<file path="src/rtl/tl_traffic_sensor.sv">
// Vehicle detector front end: sync + debounce per street, queue counters, Ta/Tb presence.
// Arrival lands DB_CYCLES+1 edges after raw is first sampled; Ta/Tb are combinational from q; no backpressure.

module tl_traffic_sensor_street #(
  parameter int DB_CYCLES     = 3,
  parameter int Q_W           = 4,
  parameter int DEPART_CYCLES = 2
) (
  input  logic           clk,
  input  logic           reset,
  input  logic           raw,
  input  logic [1:0]     light,
  output logic [Q_W-1:0] q,
  output logic           ovf
);

  localparam int DCW = (DB_CYCLES > 1) ? $clog2(DB_CYCLES) : 1;
  localparam int DTW = (DEPART_CYCLES > 1) ? $clog2(DEPART_CYCLES) : 1;
  localparam logic [DCW-1:0] DC_MAX = DCW'(DB_CYCLES - 1);
  localparam logic [DTW-1:0] DT_MAX = DTW'(DEPART_CYCLES - 1);
  localparam logic [Q_W-1:0] Q_MAX  = {Q_W{1'b1}};

  logic           sync1;
  logic           sync2;
  logic           db;
  logic [DCW-1:0] dcnt;
  logic [DTW-1:0] dt;
  logic           db_flip;
  logic           arr;
  logic           counting;
  logic           dep;

  always_comb begin
    db_flip  = (sync2 != db) && (dcnt == DC_MAX);
    arr      = db_flip && sync2;
    counting = (light == 2'b00) && (q != '0);
    dep      = counting && (dt == DT_MAX);
  end

  always_ff @(posedge clk) begin
    if (reset) begin
      sync1 <= 1'b0;
      sync2 <= 1'b0;
      db    <= 1'b0;
      dcnt  <= '0;
      dt    <= '0;
      q     <= '0;
      ovf   <= 1'b0;
    end else begin
      sync1 <= raw;
      sync2 <= sync1;

      if (sync2 == db) begin
        dcnt <= '0;
      end else if (db_flip) begin
        db   <= sync2;
        dcnt <= '0;
      end else begin
        dcnt <= dcnt + DCW'(1);
      end

      // Timer only runs while green with cars waiting; leaving green discards partial progress.
      if (!counting || dep) begin
        dt <= '0;
      end else begin
        dt <= dt + DTW'(1);
      end

      if (arr && !dep) begin
        if (q == Q_MAX) begin
          ovf <= 1'b1;
        end else begin
          q <= q + Q_W'(1);
        end
      end else if (dep && !arr) begin
        q <= q - Q_W'(1);
      end
    end
  end

endmodule

module tl_traffic_sensor #(
  parameter int DB_CYCLES     = 3,
  parameter int Q_W           = 4,
  parameter int DEPART_CYCLES = 2
) (
  input  logic           clk,
  input  logic           reset,
  input  logic           car_a_raw,
  input  logic           car_b_raw,
  input  logic [1:0]     La,
  input  logic [1:0]     Lb,
  output logic           Ta,
  output logic           Tb,
  output logic [Q_W-1:0] qa,
  output logic [Q_W-1:0] qb,
  output logic           ovf_a,
  output logic           ovf_b
);

  tl_traffic_sensor_street #(
    .DB_CYCLES    (DB_CYCLES),
    .Q_W          (Q_W),
    .DEPART_CYCLES(DEPART_CYCLES)
  ) u_street_a (
    .clk  (clk),
    .reset(reset),
    .raw  (car_a_raw),
    .light(La),
    .q    (qa),
    .ovf  (ovf_a)
  );

  tl_traffic_sensor_street #(
    .DB_CYCLES    (DB_CYCLES),
    .Q_W          (Q_W),
    .DEPART_CYCLES(DEPART_CYCLES)
  ) u_street_b (
    .clk  (clk),
    .reset(reset),
    .raw  (car_b_raw),
    .light(Lb),
    .q    (qb),
    .ovf  (ovf_b)
  );

  assign Ta = (qa != '0);
  assign Tb = (qb != '0);

endmodule

</file>
<file path="config.mk">
export PLATFORM = sky130hd
export DESIGN_NAME = tl_traffic_sensor
export DESIGN_NICKNAME = d
export VERILOG_FILES = /design/src/rtl/tl_traffic_sensor.sv
export SDC_FILE = /design/constraint.sdc
export NUM_CORES = 1
export LEC_CHECK = 0
export BUFFER_PORTS_ARGS = -buffer_cell sky130_fd_sc_hd__buf_2
export CORE_MARGIN = 2
export CORE_UTILIZATION = 54
export DETAILED_ROUTE_END_ITERATION = 16
export PLACE_DENSITY = 0.81
export SETUP_SLACK_MARGIN = 0.05
export SYNTH_ARGS = -nofsm -noshare
export SYNTH_HDL_FRONTEND = slang
export SYNTH_SLANG_ARGS = --single-unit
</file>
<file path="constraint.sdc">
create_clock -name clk -period 3 [get_ports clk]
set_input_delay 0.9 -clock clk [delete_from_list [all_inputs] [get_ports clk]]
set_output_delay 0.9 -clock clk [all_outputs]
set_load 0.01 [all_outputs]
</file>
# Word level (Yosys, flattened, before mapping)
# Index checks and enable logic that the tools add are counted.
[classes]
addsub = 8
eq_ne = 10
n_mux = 6
bitwise_logic = 2
reduce_logical = 36
[ops]
columns = ["op", "count"]
rows = [
  ["2-to-1 mux 4 bit", 6],
  ["logical AND 1 bit", 12],
  ["AND reduction 2 bit", 6],
  ["adder 4 x 1 -> 4 bit, second input constant", 2],
  ["equality test 4 bit, second input constant", 2],
  ["nonzero test 4 bit", 2],
  ["subtractor 4 x 1 -> 4 bit, second input constant", 2],
  ["logical NOT 1 bit", 6],
  ["OR reduction 3 bit", 2],
  ["adder 2 x 1 -> 2 bit, second input constant", 2],
  ["equality test 2 bit, second input constant", 2],
  ["logical NOT 2 bit", 2],
  ["!= test 2 bit, second input constant", 2],
  ["nonzero test 2 bit", 2],
  ["OR reduction 2 bit", 2],
  ["adder 1 bit, second input constant", 2],
  ["equality test 1 bit", 2],
  ["logical OR 1 bit", 2],
  ["!= test 1 bit", 2],
  ["NOT 1 bit", 2],
]
[word_totals]
regBits = 22
in_bits = 8
out_inout_bits = 12
word_cells = 76

# Logic depth before layout (Yosys ltp)
[logic_depth]
ltp_word = 7
mapped_depth = 10
ltp_nobuf = 10

# Modules after synthesis
# A second synthesis with hierarchy kept.
[unflattened]
cells_unflattened = 118
hier_area_um2 = 1158.6
[by_module_without_submodules]
columns = ["mod", "n_inst", "cells_each", "area_each_um2", "seq_area_each_um2"]
rows = [
  ["tl_traffic_sensor_street", 2, 58, 571.8, 220.2],
  ["tl_traffic_sensor", 1, 2, 15.0, 0.0],
]

# Least setup slack after synthesis
# OpenSTA, ideal clock, no wires.
[synth_path]
path_type = "in2reg"
startpoint = "input La[1]"
endpoint = "register u_street_a.q[3]"
setup_time_ns = 0.095
arrival_ns = 2.488
required_ns = 2.905
path_slack_ns = 0.417
path_stages = 8
n_path_buf = 0
path_cell_list = "nor3b_1 -> a21oi_2 -> inv_1 -> ha_1 -> a21o_2 -> a2111oi_0 -> mux2i_1 -> o311ai_1"
[synth_between]
elab_chain_len = 7
elab_cells_between_ends = 10
classes_between = "eq/ne: 1; mux: 1; reduce/logical: 8"
[synth_rtl]
columns = ["item", "line", "text"]
rows = [
  ["start, declared", "92", "input logic [1:0] La,"],
  ["logical NOT 2 bit (*)", "36", "counting = (light == 2'b00) && (q != '0);"],
  ["logical AND 1 bit (*)", "36", ""],
  ["logical AND 1 bit (*)", "37", "dep = counting && (dt == DT_MAX);"],
  ["logical NOT 1 bit", "69", "if (arr && !dep) begin"],
  ["logical AND 1 bit", "69", ""],
  ["!= test 2 bit (no line) / nonzero test 2 bit (equally long branches)", "-", ""],
  ["AND reduction 2 bit (no line)", "-", ""],
  ["end signal, assigned", "73", "q <= q + Q_W'(1);"],
  ["end signal, assigned", "76", "q <= q - Q_W'(1);"],
  ["end, declared", "13", "output logic [Q_W-1:0] q,"],
]
# Mark *: on every way between the ends. The rest lies on a longest branch, timed or not.
# A chain may end at the register's enable or synchronous reset.

# Worst setup path after layout
[layout_path]
startpoint = "register u_street_a.q[0]"
endpoint = "register u_street_a.q[3]"
[layout_between]
elab_chain_len = 7
elab_cells_between_ends = 15
classes_between = "add/sub: 2; eq/ne: 2; mux: 3; reduce/logical: 8"
[layout_rtl]
columns = ["item", "line"]
rows = [
  ["nonzero test 4 bit", "36"],
  ["logical AND 1 bit", "36"],
  ["logical AND 1 bit", "37"],
  ["logical NOT 1 bit", "69"],
  ["logical AND 1 bit", "69"],
  ["!= test 2 bit (no line) / nonzero test 2 bit (equally long branches)", "-"],
  ["AND reduction 2 bit (no line)", "-"],
]
# Parallel ways exist; a longest one is shown, timed or not. The select of a mux whose other input is x is not followed.

==> key figures <==
Run status
  – Outcome: finished clean

Yosys
  – Sequential area share after synthesis: 38.98%
  – Cells after Synth: 117
  – Syn_nets: 133
  – Netlist cell types: 33
  – Synthesized area: 0.001130 mm2
  – Yosys Warn Count: 0
  – Synthesized flop and latch total: 22
  – Synth Area per Inst: between 9 and 10 um2

CTS
  – Clock Tree Buf Depth: 2
  – Clock Latency Late Sink: 310 ps
  – Postcts setup bufs: 0
  – Post-CTS sizing: 0
  – H-tree depth: 1
  – CTS Buf Count: 3
  – CTS Root Cell: clkbuf_4
  – CTS tree: yes
  – CTS clk-pin slew, worst paths: approximately 130 ps
  – Clock Sinks: 22
  – CTS Hold Buffers Added: 0

Worst setup path
  – Critical-path maximum fanout: 7
  – Critical R2R Launch: u_street_a.q[0]$_SDFFE_PP0P_
  – Worst Path Arrival: 2830 ps
  – Crit path max-delay cell type: or4_1
  – CP peak stage delay: roughly 650 ps
  – Cells on worst reg2reg path: 8
  – CP required: 3220 ps
  – Critical-path cell list: or4_1 -> a21oi_2 -> inv_1 -> ha_1 -> a21o_2 -> a2111oi_0 -> mux2i_1 -> o311ai_1
  – Crit. Startpoint: u_street_a.q[0]$_SDFFE_PP0P_
  – Worst Setup Start Kind: register
  – Setup CP Type: register to register
  – Crit. End Element: register
  – Reg2reg setup slack: about 400 ps

Global route
  – Total grt overflow: 0
  – First-pass GRT wire length: 3650 um
  – Total GRT Usage: 19.06%
  – Vias in the first global route: 869
  – Initial antenna violation count: 0
  – Largest net degree at the start of global routing: 27

Route
  – Via density: 5.543
  – First-pass detailed-route iteration total: 2
  – WL final: 2075 um
  – Drt wl/cell: ~13 um
  – Initial DRC count: 12
  – Routed via count: 898
  – DRC: 0
  – Final ANT Viol Nets: 0

Min path
  – Worst Hold Path Cells: 1
  – Worst min path class: register to register
  – Hold Path Origin: u_street_a.dcnt[0]$_SDFF_PP0_

Timing
  – Worst hold slack: 414.6 ps
  – RSZ-0062 raised after global routing: false
  – Final setup fails: 0
  – Final period util: 86.87%
  – Min Tclk post-route: 2606 ps
  – Layout Skew: approximately 11 ps
  – Count of final max-slew check failures: 0
  – Final hold viol count: 0
  – Fmax: 0.3837 GHz
  – Post-route setup TNS: 0 ps
  – Worst-margin pin slew: 458.9 ps
  – Rel. slew slack: 69.41%

Cells and area
  – Layout area overhead: 14.51%
  – Final core utilization: between 60 and 70%
  – Fill count: 171
  – Share of cells above drive strength 1: between 20% and 30%
  – Area of the multi-input gates: ~650 um2
  – NumNets Final: 152
  – Sequential cell area: roughly 440 um2
  – # diodes: 0

Power
  – Power Dens Cells: 417.7 mW/mm2
  – P_leak: around 0.53 nW
  – Worst vdd ir: between 0.2 and 0.3 mV
  – Power Total: between 0.0005 and 0.0006 W

Die
  – Die width: 49.74 um
  – Num rows: 16
  – Initial core utilization: 57.59%
  – Die Height: a little under 50 um
  – Total core area: 0.001962 mm2
  – Die area: 0.002474 mm2
  – Number of I/O pins: 20

Flow run
  – Max Cap Viol: 0

Placement
  – Final RePlAce weighted congestion: 0.7843
  – DP HPWL: 1559 um
  – PortBufs: 19
## per-stage QoR
stage	setup WS, ps	instance area (um2)	instances
2_1_floorplan	416.6	1130	117
3_3_place_gp	323.0	1241	158
3_5_place_dp	206.7	1241	158
4_1_cts	403.0	1294	162
5_1_grt	159.0	1294	162
6_report	393.9	1294	162
## cells by family (layout without fill, tap and decap cells)
family,Yosys count,count (layout),share of synthesized area (%)
XOR/XNOR,4,4,3.100
AO/OA/AOI/OAI,20,20,14.51
AND/OR/NAND/NOR,47,47,24.36
multiplexers,6,6,5.316
adder cells (fa/ha/maj),8,8,10.19
buffers and inverters,10,28,3.543
flip-flops,22,22,38.98
## critical path, delay by kind of cell, from the launching register on
kind | cells | cell delay, ps
fa+ha+maj | 1 | 290
flops | 1 | 400
simple gates | 1 | 650
compound gates | 4 | 940
buf+inv | 1 | 100
mux | 1 | 140
## state kept, by name, summed over array words and instances (netlist names)
name              cells
u_street_a.db         1
u_street_a.dcnt       2
u_street_a.dt         1
u_street_a.ovf        1
u_street_a.q          4
u_street_a.sync1      1
u_street_a.sync2      1
u_street_b.db         1
u_street_b.dcnt       2
u_street_b.dt         1
u_street_b.ovf        1
u_street_b.q          4
u_street_b.sync1      1
u_street_b.sync2      1
## Yosys cell counts
library cell / n / area (um2)
a31oi_4: 1 / 21.27
dfxtp_1: 22 / 440.4
nor3_1: 6 / 30.03
nor3b_1: 5 / 37.54
or2b_1: 1 / 7.510
a21o_2: 1 / 8.760
mux2i_1: 6 / 60.06
nand2_1: 2 / 7.510
a311oi_2: 1 / 15.01
nand2b_1: 5 / 31.28
and3_1: 1 / 6.260
or3_1: 2 / 12.51
and4_2: 1 / 10.01
a21oi_1: 4 / 20.02
fa_1: 2 / 40.04
a2111oi_0: 2 / 17.52
inv_1: 3 / 11.26
a21oi_2: 1 / 8.760
and4_1: 2 / 17.52
ha_1: 6 / 75.07
buf_2: 2 / 10.01
xnor2_1: 4 / 35.03
a211oi_2: 1 / 12.51
nor2_1: 12 / 45.04
o311ai_1: 2 / 17.52
a211oi_1: 2 / 15.01
nand3b_1: 2 / 15.01
or4_1: 4 / 30.03
nor2b_1: 4 / 25.02
inv_2: 1 / 3.750
clkbuf_1: 4 / 15.01
o21ai_0: 4 / 20.02
a21o_1: 1 / 7.510
## per-layer routing
layer	part of all wire, %	routed length [um]	track usage, %	vias up
li1	-	-	-	461
met1	46	950	20.77	418
met3	3.6	75	3.939	2
met5	0	0	0	-
met4	0.48	10	8.333	0
met2	50	1038	35.11	17
## cells in the final DEF, fill, tap and decap left out, drive strengths merged, types with 4 or more instances in the layout
| cell | n |
|---|---|
| o21ai | 4 |
| a21oi | 5 |
| xnor2 | 4 |
| nand2b | 5 |
| inv | 4 |
| dfxtp | 22 |
| or4 | 4 |
| buf | 20 |
| nor3b | 5 |
| nor2b | 4 |
| nor2 | 12 |
| nor3 | 6 |
| mux2i | 6 |
| ha | 6 |
## power breakdown
| group | internal (W) | total (W) | switching, W |
|---|---|---|---|
| clock | 0.000135 | 0.000225 | 0.0000898 |
| sequential | 0.000295 | 0.000297 | 0.00000173 |
| combinational | 0.00000845 | 0.0000184 | 0.00000998 |
| total | 0.000439 | 0.000540 | 0.000102 |
## cell type report
cell class / instances / share of cell area, %
clock buffer: 3 / 1.741
sequential: 22 / 34.04
tap: 27 / 2.611
timing repair buffer: 20 / 7.930
multi-input combinational: 85 / 50.19
clock inverter: 1 / 2.321
inverter: 4 / 1.161
## worst paths after layout
kind,end
worst min-delay path,u_street_a.dcnt[0]$_SDFF_PP0_
worst max register to register,u_street_a.q[3]$_SDFFE_PP0P_
worst max-delay path,u_street_a.q[3]$_SDFFE_PP0P_
worst min register to register,u_street_a.dcnt[0]$_SDFF_PP0_
Power figures use the tool's default switching activity.
